[config.mk]
export PLATFORM = sky130hd
export DESIGN_NAME = clk_activity_monitor
export DESIGN_NICKNAME = d
export VERILOG_FILES = /design/src/rtl/clk_mon_pkg.sv /design/src/rtl/sync_edge_det.sv /design/src/rtl/clk_activity_monitor.sv
export SDC_FILE = /design/constraint.sdc
export NUM_CORES = 1
export LEC_CHECK = 0
export BUFFER_PORTS_ARGS = -buffer_cell sky130_fd_sc_hd__buf_2
export CAP_MARGIN = 15
export CELL_PAD_IN_SITES_DETAIL_PLACEMENT = 1
export CELL_PAD_IN_SITES_GLOBAL_PLACEMENT = 1
export CORE_MARGIN = 4
export CORE_UTILIZATION = 35
export DETAILED_ROUTE_END_ITERATION = 7
export PLACE_DENSITY_LB_ADDON = 0.1
export SETUP_SLACK_MARGIN = 0.4
export SLEW_MARGIN = 20
export SYNTH_ARGS = -nofsm -noshare
export SYNTH_HDL_FRONTEND = slang
export SYNTH_HIERARCHICAL = 1
export SYNTH_SLANG_ARGS = --single-unit
[constraint.sdc]
create_clock -name clk -period 2.87 [get_ports clk]
set_input_delay 0.574 -clock clk [delete_from_list [all_inputs] [get_ports clk]]
set_output_delay 0.574 -clock clk [all_outputs]
set_load 0.03 [all_outputs]
[src/rtl/clk_mon_pkg.sv]
// rtl/clk_mon_pkg.sv - shared FSM state type and default parameters for the clock activity monitor
package clk_mon_pkg;

    localparam int DEF_WINDOW    = 1024;
    localparam int DEF_CNT_W     = 16;
    localparam int DEF_STUCK_LIM = 64;

    typedef enum logic [1:0] {
        ST_IDLE    = 2'd0,
        ST_ARM     = 2'd1,
        ST_MEASURE = 2'd2,
        ST_REPORT  = 2'd3
    } mon_state_t;

endpackage

[src/rtl/sync_edge_det.sv]
// rtl/sync_edge_det.sv - two-flop synchronizer, delay flop and rising-edge detect for a foreign clock
module sync_edge_det (
    input  logic clk,
    input  logic rst_n,
    input  logic i_async,
    output logic o_level,
    output logic o_change,
    output logic o_rise
);

    logic r_s1;
    logic r_s2;
    logic r_s3;

    always_ff @(posedge clk or negedge rst_n) begin
        if (!rst_n) begin
            r_s1 <= 1'b0;
            r_s2 <= 1'b0;
            r_s3 <= 1'b0;
        end else begin
            r_s1 <= i_async;
            r_s2 <= r_s1;
            r_s3 <= r_s2;
        end
    end

    // r_s1 may go metastable; only r_s2 onward is consumed
    assign o_level  = r_s2;
    assign o_change = r_s2 ^ r_s3;
    assign o_rise   = r_s2 & ~r_s3;

endmodule

[src/rtl/clk_activity_monitor.sv]
// rtl/clk_activity_monitor.sv - counts rising edges of a foreign clock over a fixed gate and flags a stuck input
module clk_activity_monitor
    import clk_mon_pkg::*;
#(
    parameter int WINDOW    = DEF_WINDOW,
    parameter int CNT_W     = DEF_CNT_W,
    parameter int STUCK_LIM = DEF_STUCK_LIM
) (
    input  logic             clk,
    input  logic             rst_n,
    input  logic             mon_clk_in,
    input  logic             start,
    input  logic             cont,
    output logic             busy,
    output logic             done,
    output logic [CNT_W-1:0] edge_count,
    output logic             overflow,
    output logic             mon_stuck,
    output logic             mon_level
);

    localparam int WIN_W = $clog2(WINDOW);
    localparam int STK_W = $clog2(STUCK_LIM + 1);

    localparam logic [WIN_W-1:0] WIN_LOAD = WIN_W'(WINDOW - 1);
    localparam logic [CNT_W-1:0] CNT_MAX  = {CNT_W{1'b1}};
    localparam logic [STK_W-1:0] STK_MAX  = STK_W'(STUCK_LIM);

    mon_state_t       r_state;
    mon_state_t       w_next;
    logic [WIN_W-1:0] r_win;
    logic [CNT_W-1:0] r_acc;
    logic             r_acc_ovf;
    logic [CNT_W-1:0] r_edge_count;
    logic             r_overflow;
    logic             r_done;
    logic [STK_W-1:0] r_stuck_cnt;
    logic             w_level;
    logic             w_change;
    logic             w_rise;

    sync_edge_det u_sync (
        .clk      (clk),
        .rst_n    (rst_n),
        .i_async  (mon_clk_in),
        .o_level  (w_level),
        .o_change (w_change),
        .o_rise   (w_rise)
    );

    always_ff @(posedge clk or negedge rst_n) begin
        if (!rst_n) begin
            r_state <= ST_IDLE;
        end else begin
            r_state <= w_next;
        end
    end

    // start is only looked at in IDLE, so pulses while busy fall through
    always_comb begin
        w_next = r_state;
        case (r_state)
            ST_IDLE:    if (start) w_next = ST_ARM;
            ST_ARM:     w_next = ST_MEASURE;
            ST_MEASURE: if (r_win == '0) w_next = ST_REPORT;
            ST_REPORT:  w_next = cont ? ST_ARM : ST_IDLE;
            default:    w_next = ST_IDLE;
        endcase
    end

    // The final MEASURE cycle still counts its edge, giving exactly WINDOW sampled cycles
    always_ff @(posedge clk or negedge rst_n) begin
        if (!rst_n) begin
            r_win        <= '0;
            r_acc        <= '0;
            r_acc_ovf    <= 1'b0;
            r_edge_count <= '0;
            r_overflow   <= 1'b0;
            r_done       <= 1'b0;
        end else begin
            r_done <= 1'b0;
            case (r_state)
                ST_ARM: begin
                    r_acc     <= '0;
                    r_acc_ovf <= 1'b0;
                    r_win     <= WIN_LOAD;
                end
                ST_MEASURE: begin
                    if (r_win != '0) begin
                        r_win <= r_win - 1'b1;
                    end
                    if (w_rise) begin
                        if (r_acc == CNT_MAX) begin
                            r_acc_ovf <= 1'b1;
                        end else begin
                            r_acc <= r_acc + 1'b1;
                        end
                    end
                end
                ST_REPORT: begin
                    r_edge_count <= r_acc;
                    r_overflow   <= r_acc_ovf;
                    r_done       <= 1'b1;
                end
                default: begin
                end
            endcase
        end
    end

    always_ff @(posedge clk or negedge rst_n) begin
        if (!rst_n) begin
            r_stuck_cnt <= '0;
        end else if (w_change) begin
            r_stuck_cnt <= '0;
        end else if (r_stuck_cnt != STK_MAX) begin
            r_stuck_cnt <= r_stuck_cnt + 1'b1;
        end
    end

    assign busy       = (r_state != ST_IDLE);
    assign done       = r_done;
    assign edge_count = r_edge_count;
    assign overflow   = r_overflow;
    assign mon_stuck  = (r_stuck_cnt == STK_MAX);
    assign mon_level  = w_level;

endmodule

Word level (Yosys, flattened, before mapping). Index checks and enable logic that the tools add are counted.

Word-level logic and storage cells: 54. Input bits: 5. Flip-flop bits (word level): 57. Output and inout port bits: 21.

Reduce and logical (&&, ||, !) cells: 10. Multiplexer cells: 15. Add/subtract/negate cells: 3. Equal/unequal tests: 12. Bitwise operators: 3.

Operator list (number): two-way mux 16 bit (2); case mux 16 bit (2 select lines) (1); case mux 10 bit (2 select lines) (1); adder 16 x 1 -> 16 bit (second input constant) (1); == test 16 bit (second input constant) (1); two-way mux 7 bit (2); logical NOT 10 bit (1); two-way mux 10 bit (1); != test 2 bit (second input constant) (5); nonzero test 10 bit (1); subtractor 10 x 1 -> 10 bit (second input constant) (1); case mux 2 bit (4 select lines) (1); adder 7 x 1 -> 7 bit (second input constant) (1); == test 7 bit (second input constant) (1); != test 7 bit (second input constant) (1); AND reduction 3 bit (2); nonzero test 2 bit (3); == test 2 bit (second input constant) (2); two-way mux 1 bit (4); two-way mux 2 bit (2); AND reduction 2 bit (2); == test 2 x 1 -> 1 bit (second input constant) (1); logical NOT 2 bit (1); != test 2 x 1 -> 1 bit (second input constant) (1); other kinds (4) (4).

Longest topological paths before layout. Gate-level depths: netlist (run 1).

Word-level depth: 4. Depth in mapped cells: 8. Gate-level depth less buffers: 7.

Cells and area by module. Netlist (run 1), hierarchy kept.

Modules (own cells, without submodules): clk_activity_monitor (area each 2691.3 um^2, cells an instance 248, times used 1, sequential area each 1351.3 um^2); sync_edge_det (area each 95.1 um^2, cells an instance 6, times used 1, sequential area each 75.1 um^2).

Worst setup path after synthesis (run 1). No wires, ideal clock.

Path type: reg2out. Start: register r_stuck_cnt[4]. End: output port mon_stuck. Arrival: 1507 ps. Path buffers: 0. Stages on the path, launching flop included: 3. Path slack: 789 ps. Data required time: 2296 ps. Cell sequence: dfrtp_1 -> or4b_1 -> nor3b_2.

Longest elaborated chain between the ends: 1.

Ends and longest elaborated chain: start: declaration (RTL line clk_activity_monitor.sv:37) `logic [STK_W-1:0] r_stuck_cnt;`; start signal: assignment (RTL line clk_activity_monitor.sv:117) `r_stuck_cnt <= r_stuck_cnt + 1'b1;`; == test 7 bit (RTL line clk_activity_monitor.sv:125) `assign mon_stuck = (r_stuck_cnt == STK_MAX);`; end: declaration (RTL line clk_activity_monitor.sv:18) `output logic mon_stuck,`.

No other way between the ends.

Final worst setup path (run 1). Ends and elaborated chain as after synthesis.

==> qor.txt, run 1 <==
Max Fclk: 0.421 GHz
DR iter-0 viols: 67
Detail Placement HPWL: 4350 um
RSZ-0062 raised after global routing: false
post-layout minimum cycle time: 2.37 ns
synthesized area per cell: 11.0 um2
R2R Setup Slk: 0.74 ns
Pwr Density: 770 nW/um2
Via Count: 2067
IO Pins: 26
DP Area: 3030 um2
Post-DRT Antenna Nets: 0
Clk pwr share: 0.325
# clock sinks: 57
Total Nets Final: 300
Buffers on Ports: 25
initial core utilization: 0.361
Crit Path Class: register to primary output
Cells after Synth: 254
sequential share of power: 0.368
TritonCTS clock tree: built
setup tns final: 0 ns
Fin. Hold Viols: 0
Post-Layout Cell Count: 392
syn nets: 269
relative slew slack: 0.415
CP Data Arrival Time: 1.80 ns
diode count: 0
Pre-antenna DRT Iters: 4
CTS Buffer Depth: 2
DRC: 0
total gr overflow: 0
DP Cell Count: 375
# Max-Cap Violations: 0
Final Slew Violations: 0
total power draw: 2.51 mW
die area: 9450 um2
period utilization: 0.827
WL/cell: 16.2 um
largest net degree at the start of global routing: 33
actual slew at the worst max-slew pin: 0.878 ns
WP data required: 2.30 ns
vias in the first global route: 2210
Static Leak: 1.47 nW
Critical Path Source Type: register
Reg2Reg Capture Point: r_state[0]
hold_ws: 0.253 ns
crit end category: primary output
Yosys reg bits: 57
CP cell instances: or4b_1, nor3b_4, clkbuf_4
H-Tree Depth: 3
global-route wire length before repair: 11200 um
GRT Total Usage: 0.146
antenna violations before repair: 0
crit-path max FO: 4
Num CTS Buffers: 9
die height: 97.2 um
Distinct cells, synth: 47
hold_buf cts: 0
Seq/Total Area, Yosys: 0.512
final setup violation count: 0
final wirelength: 6360 um
cell area after synthesis: 2790 um2
Setup Skew: 0.00545 ns
GP Congestion: 0.827
worst reg2reg path depth: 7
YS warnings: 6
Net Sw Frac: 0.366
top_reg_cell synth: dfrtp_1
layout cells sized above 1: 0.231
clock slew at reported path FFs: 0.07 ns
biggest cell delay along the critical path: 0.58 ns
Slowest-stage cell, CP: or4b_1
Die W: 97.2 um
switching power total: 0.916 mW
Design Area, Final: 3260 um2
Core ar.: 7730 um2
status: finished, final reports clean
number of flops mapped to enable cells by yosys: 0
CTS root buffer: clkbuf_8
via/cell ratio: 5.27
Worst-Skew Late Latency: 0.34 ns
combinational group share of total power: 0.307
Worst Hold Class: primary input to asynchronous set/reset pin
worst IR drop on VDD: 0.299 mV
Synth async-reset ratio: 1.00
P&R area growth vs syn: 16.8%
row cnt: 32
worst r2r src: r_win[0]
internal cell power: 1.59 mW
==> state kept, by name, indices dropped and copies added, names as in the netlist <==
signal,flops
r_acc_ovf,1
u_sync/r_s1,1
r_state,2
r_win,10
edge_count,16
r_acc,16
overflow,1
u_sync/o_level,1
done,1
u_sync/r_s3,1
r_stuck_cnt,7
==> cells in the final DEF (no fill, tap or decap), types with 9 or more instances in the layout <==
cell type,n
buf_2,24
ha_1,10
nor3_1,9
nand3_1,14
nand2_1,17
nand4_1,10
dfrtp_1,57
inv_1,12
clkbuf_8,9
a21oi_1,9
mux2_2,17
nor2_1,16
==> how the worst max path moves through the flow <==
stage / start / endpoint / slack (ns) / cells after the start
after CTS: r_stuck_cnt[4] / mon_stuck / 0.41 / 3
after global routing: r_stuck_cnt[4] / mon_stuck / 0.41 / 3
final: r_stuck_cnt[4] / mon_stuck / 0.50 / 3
after detailed placement: r_win[0] / r_state[0] / 0.76 / 7
after global placement: r_stuck_cnt[4] / mon_stuck / 0.77 / 3
after floorplan: r_stuck_cnt[4] / mon_stuck / 0.79 / 2
==> metrics by stage <==
| stage | utilization | worst slack [ns] |
|---|---|---|
| 2_1_floorplan | - | 0.789 |
| 3_3_place_gp | 0.392 | 0.774 |
| 3_5_place_dp | 0.392 | 0.763 |
| 4_1_cts | 0.420 | 0.407 |
| 5_1_grt | 0.421 | 0.412 |
| 6_report | 0.421 | 0.495 |
==> power groups by stage <==
stage	clock, mW	sequential [mW]	combinational, mW
finish	0.814	0.921	0.770
global route	0.881	0.933	0.865
CTS	0.837	0.922	0.792
detailed placement	0	0.937	0.785
global placement	0	0.933	0.784
floorplan	0	0.960	0.543
==> critical path, delay by kind of cell (launching register included) <==
| kind | cells | cell delay [ns] |
|---|---|---|
| flops | 1 | 0.42 |
| simple gates | 2 | 0.82 |
| buf+inv | 1 | 0.22 |
==> repair_timing <==
action | in CTS | in global routing
setup endpoints to repair | 1 | 1
buffers inserted | 0 | 1
resized for setup | 1 | 1
pin swaps | 0 | 1
==> cell usage after synthesis (6+ instances only) <==
| cell type | number | share of area |
|---|---|---|
| a21oi_1 | 9 | 0.016 |
| clkbuf_1 | 6 | 0.0081 |
| dfrtp_1 | 57 | 0.51 |
| ha_1 | 10 | 0.045 |
| inv_1 | 12 | 0.016 |
| mux2_2 | 17 | 0.069 |
| nand2_1 | 17 | 0.023 |
| nand3_1 | 14 | 0.025 |
| nand4_1 | 10 | 0.022 |
| nor2_1 | 16 | 0.022 |
| nor3_1 | 9 | 0.016 |
| xnor2_1 | 6 | 0.019 |
==> logic make-up after synthesis <==
logic type | synth area share
and+or+nand+nor | 0.179
DFF | 0.512
xor gates and xnor gates | 0.0314
buffers and inverters | 0.0296
adders and majority gates | 0.0449
muxes | 0.0831
AOI/OAI and AO/OA | 0.120
==> area by class of cell <==
type,count,area (um2)
fillers,874,4470
clock inverters,6,82.6
repair buffers,28,163
well taps,102,128
multi-input cells,177,1280
inverters,12,45.0
clock buffers,10,128
flip-flops and latches,57,1430
==> layer usage <==
metal | share of wire | global-route usage
met5 | 0 | 0
met4 | 0.018 | 0.0543
met3 | 0.035 | 0.0402
met2 | 0.45 | 0.218
met1 | 0.50 | 0.202
Power figures use the tool's default switching activity.
==> run 2, diff against run 1 <==
Clock period 2.87 ns to 2.4 ns, I/O delays scaled along.
==> qor.txt, run 2 (synthesized netlist as in run 1, its figures left out) <==
CTS Buffer Depth: 2 (unchanged)
IO Pins: 26 (unchanged)
crit end category: primary output
largest net degree at the start of global routing: 33 (unchanged)
Via Count: 2197 (+6.3%)
Crit Path Class: register to primary output
die area: 9450 um2 (unchanged)
die height: 97.2 um (unchanged)
commonest non-fill, non-tap cell in the layout: dfrtp_1
WP data required: 1.92 ns (-0.38 ns)
global-route wire length before repair: 11100 um (-0.68%)
# fillers: 859 (-1.7%)
row cnt: 32 (unchanged)
WL/cell: 16.0 um (-1.6%)
P&R area growth vs syn: 23.2%
GRT Total Usage: 0.144 (-0.00173)
# Max-Cap Violations: 0 (unchanged)
actual slew at the worst max-slew pin: 0.750 ns (-0.128 ns)
diode count: 0 (unchanged)
most frequent cells in the layout: 57 x dfrtp_1, 24 x buf_2, 24 x buf_4
Die W: 97.2 um (unchanged)
Worst Setup SP: r_stuck_cnt[2]
Static Leak: 1.58 nW (+8.0%)
worst IR drop on VDD: 0.351 mV (+17%)
Design Area, Final: 3430 um2 (+5.4%)
H-Tree Depth: 3 (unchanged)
DP Area: 3090 um2 (+2.1%)
CTS root buffer: clkbuf_8
via/cell ratio: 5.32 (+0.88%)
Worst Hold Class: primary input to asynchronous set/reset pin
Max Fclk: 0.474 GHz
hold_ws: 0.222 ns (-0.0307 ns)
Pwr Density: 871 nW/um2 (+13%)
post-layout minimum cycle time: 2.11 ns
Total Nets Final: 322 (+7.3%)
period utilization: 0.878
DR iter-0 viols: 73 (+9.0%)
final wirelength: 6590 um (+3.7%)
Slowest-stage cell, CP: or4b_4
hold_buf cts: 0 (unchanged)
Buffers on Ports: 25 (unchanged)
Critical Path Source Type: register
clock slew at reported path FFs: 0.06 ns (about the same)
Fin. Hold Viols: 0 (unchanged)
Core ar.: 7730 um2 (unchanged)
initial core utilization: 0.361 (unchanged)
Setup Skew: 0.00824 ns (+0.00279 ns)
TritonCTS clock tree: built
CP cell instances: or4b_4, nor3b_4, buf_6
RSZ-0062 raised after global routing: true
GP Congestion: 0.830 (+0.37%)
vias in the first global route: 2226 (+0.72%)
final setup violation count: 0 (unchanged)
Worst-Skew Late Latency: 0.33 ns (about the same)
antenna violations before repair: 0 (unchanged)
total gr overflow: 0 (unchanged)
CP Data Arrival Time: 1.63 ns (-0.17 ns)
relative slew slack: 0.500 (+0.0855)
# clock sinks: 57 (unchanged)
Final Slew Violations: 0 (unchanged)
Post-DRT Antenna Nets: 0 (unchanged)
Num CTS Buffers: 9 (unchanged)
biggest cell delay along the critical path: 0.55 ns (-0.03 ns)
DRC: 0 (unchanged)
status: finished, final reports clean
crit-path max FO: 2 (-2)
Pre-antenna DRT Iters: 4 (unchanged)
worst r2r src: r_win[1]
Detail Placement HPWL: 4550 um (+4.4%)
setup tns final: 0 ns (unchanged)
layout cells sized above 1: 0.315 (+0.0841)
==> run 2: cell types whose count changed in the layout (fill, tap and decap cells not counted), moves of 2 or more <==
cell and delta:
buf_4 +22, bufinv_16 -2, nor3_1 -2, nor3_2 +2
or4_1 -2, or4_4 +2
==> run 2: cell type report <==
type                            instances  area [um2]  share of cell area
Inverter                               12        45.0              0.0131
Timing Repair Buffer                   49         312              0.0908
Tap cell                              102         128              0.0372
Clock inverter                          4        20.0             0.00583
Multi-Input combinational cell        178        1360               0.396
Sequential cell                        57        1430               0.416
Clock buffer                           11         141              0.0412
==> run 2: power breakdown <==
group          internal, mW  switching [mW]
Clock                 0.390           0.365
Sequential             1.04          0.0563
Combinational         0.420           0.721
Total                  1.85            1.14
==> run 2: repair_timing <==
item	4_1_cts	5_1_grt
resized for setup	4	11
setup buffers	8	4
pin swaps	4	1
gates cloned	1	0
setup endpoints to repair	12	24
==> run 2: path summary, 6_finish.rpt <==
check                            endpoint  slack (ns)  cells past startpoint
setup / recovery                mon_stuck        0.29                      3
hold / removal                       done        0.22                      1
setup reg to reg               r_state[0]        0.43                      7
hold reg to reg            u_sync/o_level        0.35                      0
max in group asynchronous   edge_count[2]        1.49                      2
min in group clk              u_sync/r_s1        0.26                      1
==> run 2: critical path: cells and delay by family, from the launching register on <==
kind                   cells  cell delay [ns]
flip-flops                 1             0.38
buffers and inverters      1             0.16
AND/OR/NAND/NOR            2             0.76
==> run 2: metal layers <==
metal	vias to the layer above	track usage	part of all wire
met1	1112	0.202	0.49
met2	36	0.218	0.46
met5	-	0	0
met4	0	0.0479	0.014
met3	8	0.0352	0.034
li1	1041	-	-
==> run 2: through the flow <==
step                 util  power [mW]  cells  setup WS (ns)
CTS                 0.432        2.97    409          0.232
floorplan               -        1.80    254          0.403
detailed placement  0.400        2.15    385          0.316
global route        0.444        3.20    413          0.210
finish              0.444        2.99    413          0.292
global placement    0.400        2.14    385          0.355
==> run 3, diff against run 2 <==
Clock period 2.4 ns to 2.35 ns, I/O delays scaled along.
==> qor.txt, run 3 (synthesized netlist as in run 1, its figures left out) <==
TritonCTS clock tree: built
antenna violations before repair: 0 (unchanged)
GRT Total Usage: 0.152 (+0.00790)
commonest non-fill, non-tap cell in the layout: dfrtp_1
Detail Placement HPWL: 4600 um (+1.3%)
clock slew at reported path FFs: 0.07 ns (about the same)
die height: 97.2 um (unchanged)
Pwr Density: 986 nW/um2 (+13%)
actual slew at the worst max-slew pin: 0.458 ns (-0.292 ns)
Die W: 97.2 um (unchanged)
# fillers: 841 (-2.1%)
Max Fclk: 0.471 GHz
Worst-Skew Late Latency: 0.34 ns (about the same)
hold_buf cts: 0 (unchanged)
Worst Hold Class: primary input to asynchronous set/reset pin
H-Tree Depth: 3 (unchanged)
relative slew slack: 0.693 (+0.193)
WL/cell: 16.3 um (+1.9%)
Critical Path Source Type: register
status: finished, final reports clean
crit end category: primary output
Via Count: 2217 (+0.91%)
WP data required: 1.88 ns (-0.04 ns)
area of the multi-input gates: 1440 um2 (+5.6%)
post-layout minimum cycle time: 2.13 ns
Slowest-stage cell, CP: or4b_4
DP Cell Count: 384 (-0.26%)
Crit Path Class: register to primary output
setup tns final: 0 ns (unchanged)
Fin. Hold Viols: 0 (unchanged)
Bufs and invs on worst path: 1 (unchanged)
biggest cell delay along the critical path: 0.55 ns (about the same)
CP cell instances: or4b_4, nor3b_4, buf_6
crit-path max FO: 2 (unchanged)
via/cell ratio: 5.25 (-1.2%)
total power draw: 3.64 mW (+22%)
Total Nets Final: 330 (+2.5%)
diode count: 0 (unchanged)
IO Pins: 26 (unchanged)
Final Slew Violations: 0 (unchanged)
layout cells sized above 1: 0.397 (+0.0818)
die area: 9450 um2 (unchanged)
CTS Buffer Depth: 2 (unchanged)
RSZ-0062 raised after global routing: true
Buffers on Ports: 25 (unchanged)
# clock sinks: 57 (unchanged)
P&R area growth vs syn: 32.5%
final wirelength: 6860 um (+4.1%)
initial core utilization: 0.361 (unchanged)
FF+latch area: 1430 um2 (about the same)
GP Congestion: 0.783 (-5.7%)
Post-DRT Antenna Nets: 0 (unchanged)
Setup Skew: 0.00733 ns (-0.000908 ns)
most frequent cells in the layout: 56 x dfrtp_1, 28 x buf_4, 24 x buf_2
vias in the first global route: 2272 (+2.1%)
DRC: 0 (unchanged)
largest net degree at the start of global routing: 24 (-27%)
# Max-Cap Violations: 0 (unchanged)
delay-heaviest family, CP: simple AND/OR/NAND/NOR gates
Pre-antenna DRT Iters: 4 (unchanged)
CP Data Arrival Time: 1.66 ns (+0.03 ns)
CTS root buffer: clkbuf_8
Core ar.: 7730 um2 (unchanged)
Num CTS Buffers: 9 (unchanged)
worst IR drop on VDD: 0.297 mV (-15%)
row cnt: 32 (unchanged)
period utilization: 0.904
global-route wire length before repair: 11600 um (+4.5%)
DR iter-0 viols: 76 (+4.1%)
Post-Layout Cell Count: 422 (+2.2%)
total gr overflow: 0 (unchanged)
Static Leak: 1.71 nW (+7.9%)
final setup violation count: 0 (unchanged)
## run 3: stage by stage
stage	setup WS, ns	hold WS, ns	cell area [um2]	util
final	0.225	0.0685	3690	0.478
after global routing	0.151	0.0916	3690	0.478
after CTS	0.192	0.0867	3540	0.458
after detailed placement	0.280	0.338	3090	0.400
after global placement	0.352	0.337	3090	0.400
after floorplan	0.406	0.174	2800	-
## run 3: area by class of cell
class / count / area share
clock buffer: 10 / 0.0346
tap: 102 / 0.0346
sequential: 57 / 0.387
multi-input combinational: 177 / 0.389
timing repair buffer: 58 / 0.108
clock inverter: 6 / 0.0352
inverter: 12 / 0.0122
## run 3: final timing paths
| path | start | endpoint | slack, ns | depth (start not counted) |
|---|---|---|---|---|
| worst max-delay path | r_stuck_cnt[4] | mon_stuck | 0.22 | 3 |
| worst min-delay path | rst_n | r_win[3] | 0.07 | 1 |
| worst max register to register | r_win[6] | r_state[0] | 0.35 | 6 |
| worst min register to register | u_sync/r_s1 | u_sync/o_level | 0.35 | 0 |
| max in group asynchronous | rst_n | edge_count[8] | 1.61 | 2 |
| min in group clk | mon_clk_in | u_sync/r_s1 | 0.24 | 1 |
## run 3: worst reg2reg max path, delay by kind of cell (launching register included)
| kind | cells | cell delay [ns] |
|---|---|---|
| AND/OR/NAND/NOR | 1 | 0.49 |
| AO/OA/AOI/OAI | 4 | 0.84 |
| buffers and inverters | 1 | 0.14 |
| flip-flops | 1 | 0.46 |
## run 3: metal layers
metal / GRT usage / part of all wire
met5: 0 / 0
met4: 0.0511 / 0.014
met3: 0.0409 / 0.030
met2: 0.222 / 0.45
met1: 0.217 / 0.50
## run 3: what timing repair did
| item | 4_1_cts | 5_1_grt |
|---|---|---|
| buffers inserted | 16 | 6 |
| endpoints found under the setup margin | 19 | 29 |
| pin swaps | 12 | 9 |
| gates resized for setup | 18 | 26 |
## run 3: power breakdown
| part | switching, mW | total [mW] | internal, mW | leakage [nW] |
|---|---|---|---|---|
| Sequential | 0.0563 | 1.12 | 1.06 | 0.729 |
| Combinational | 0.794 | 1.31 | 0.516 | 0.850 |
| Clock | 0.406 | 1.21 | 0.808 | 0.130 |
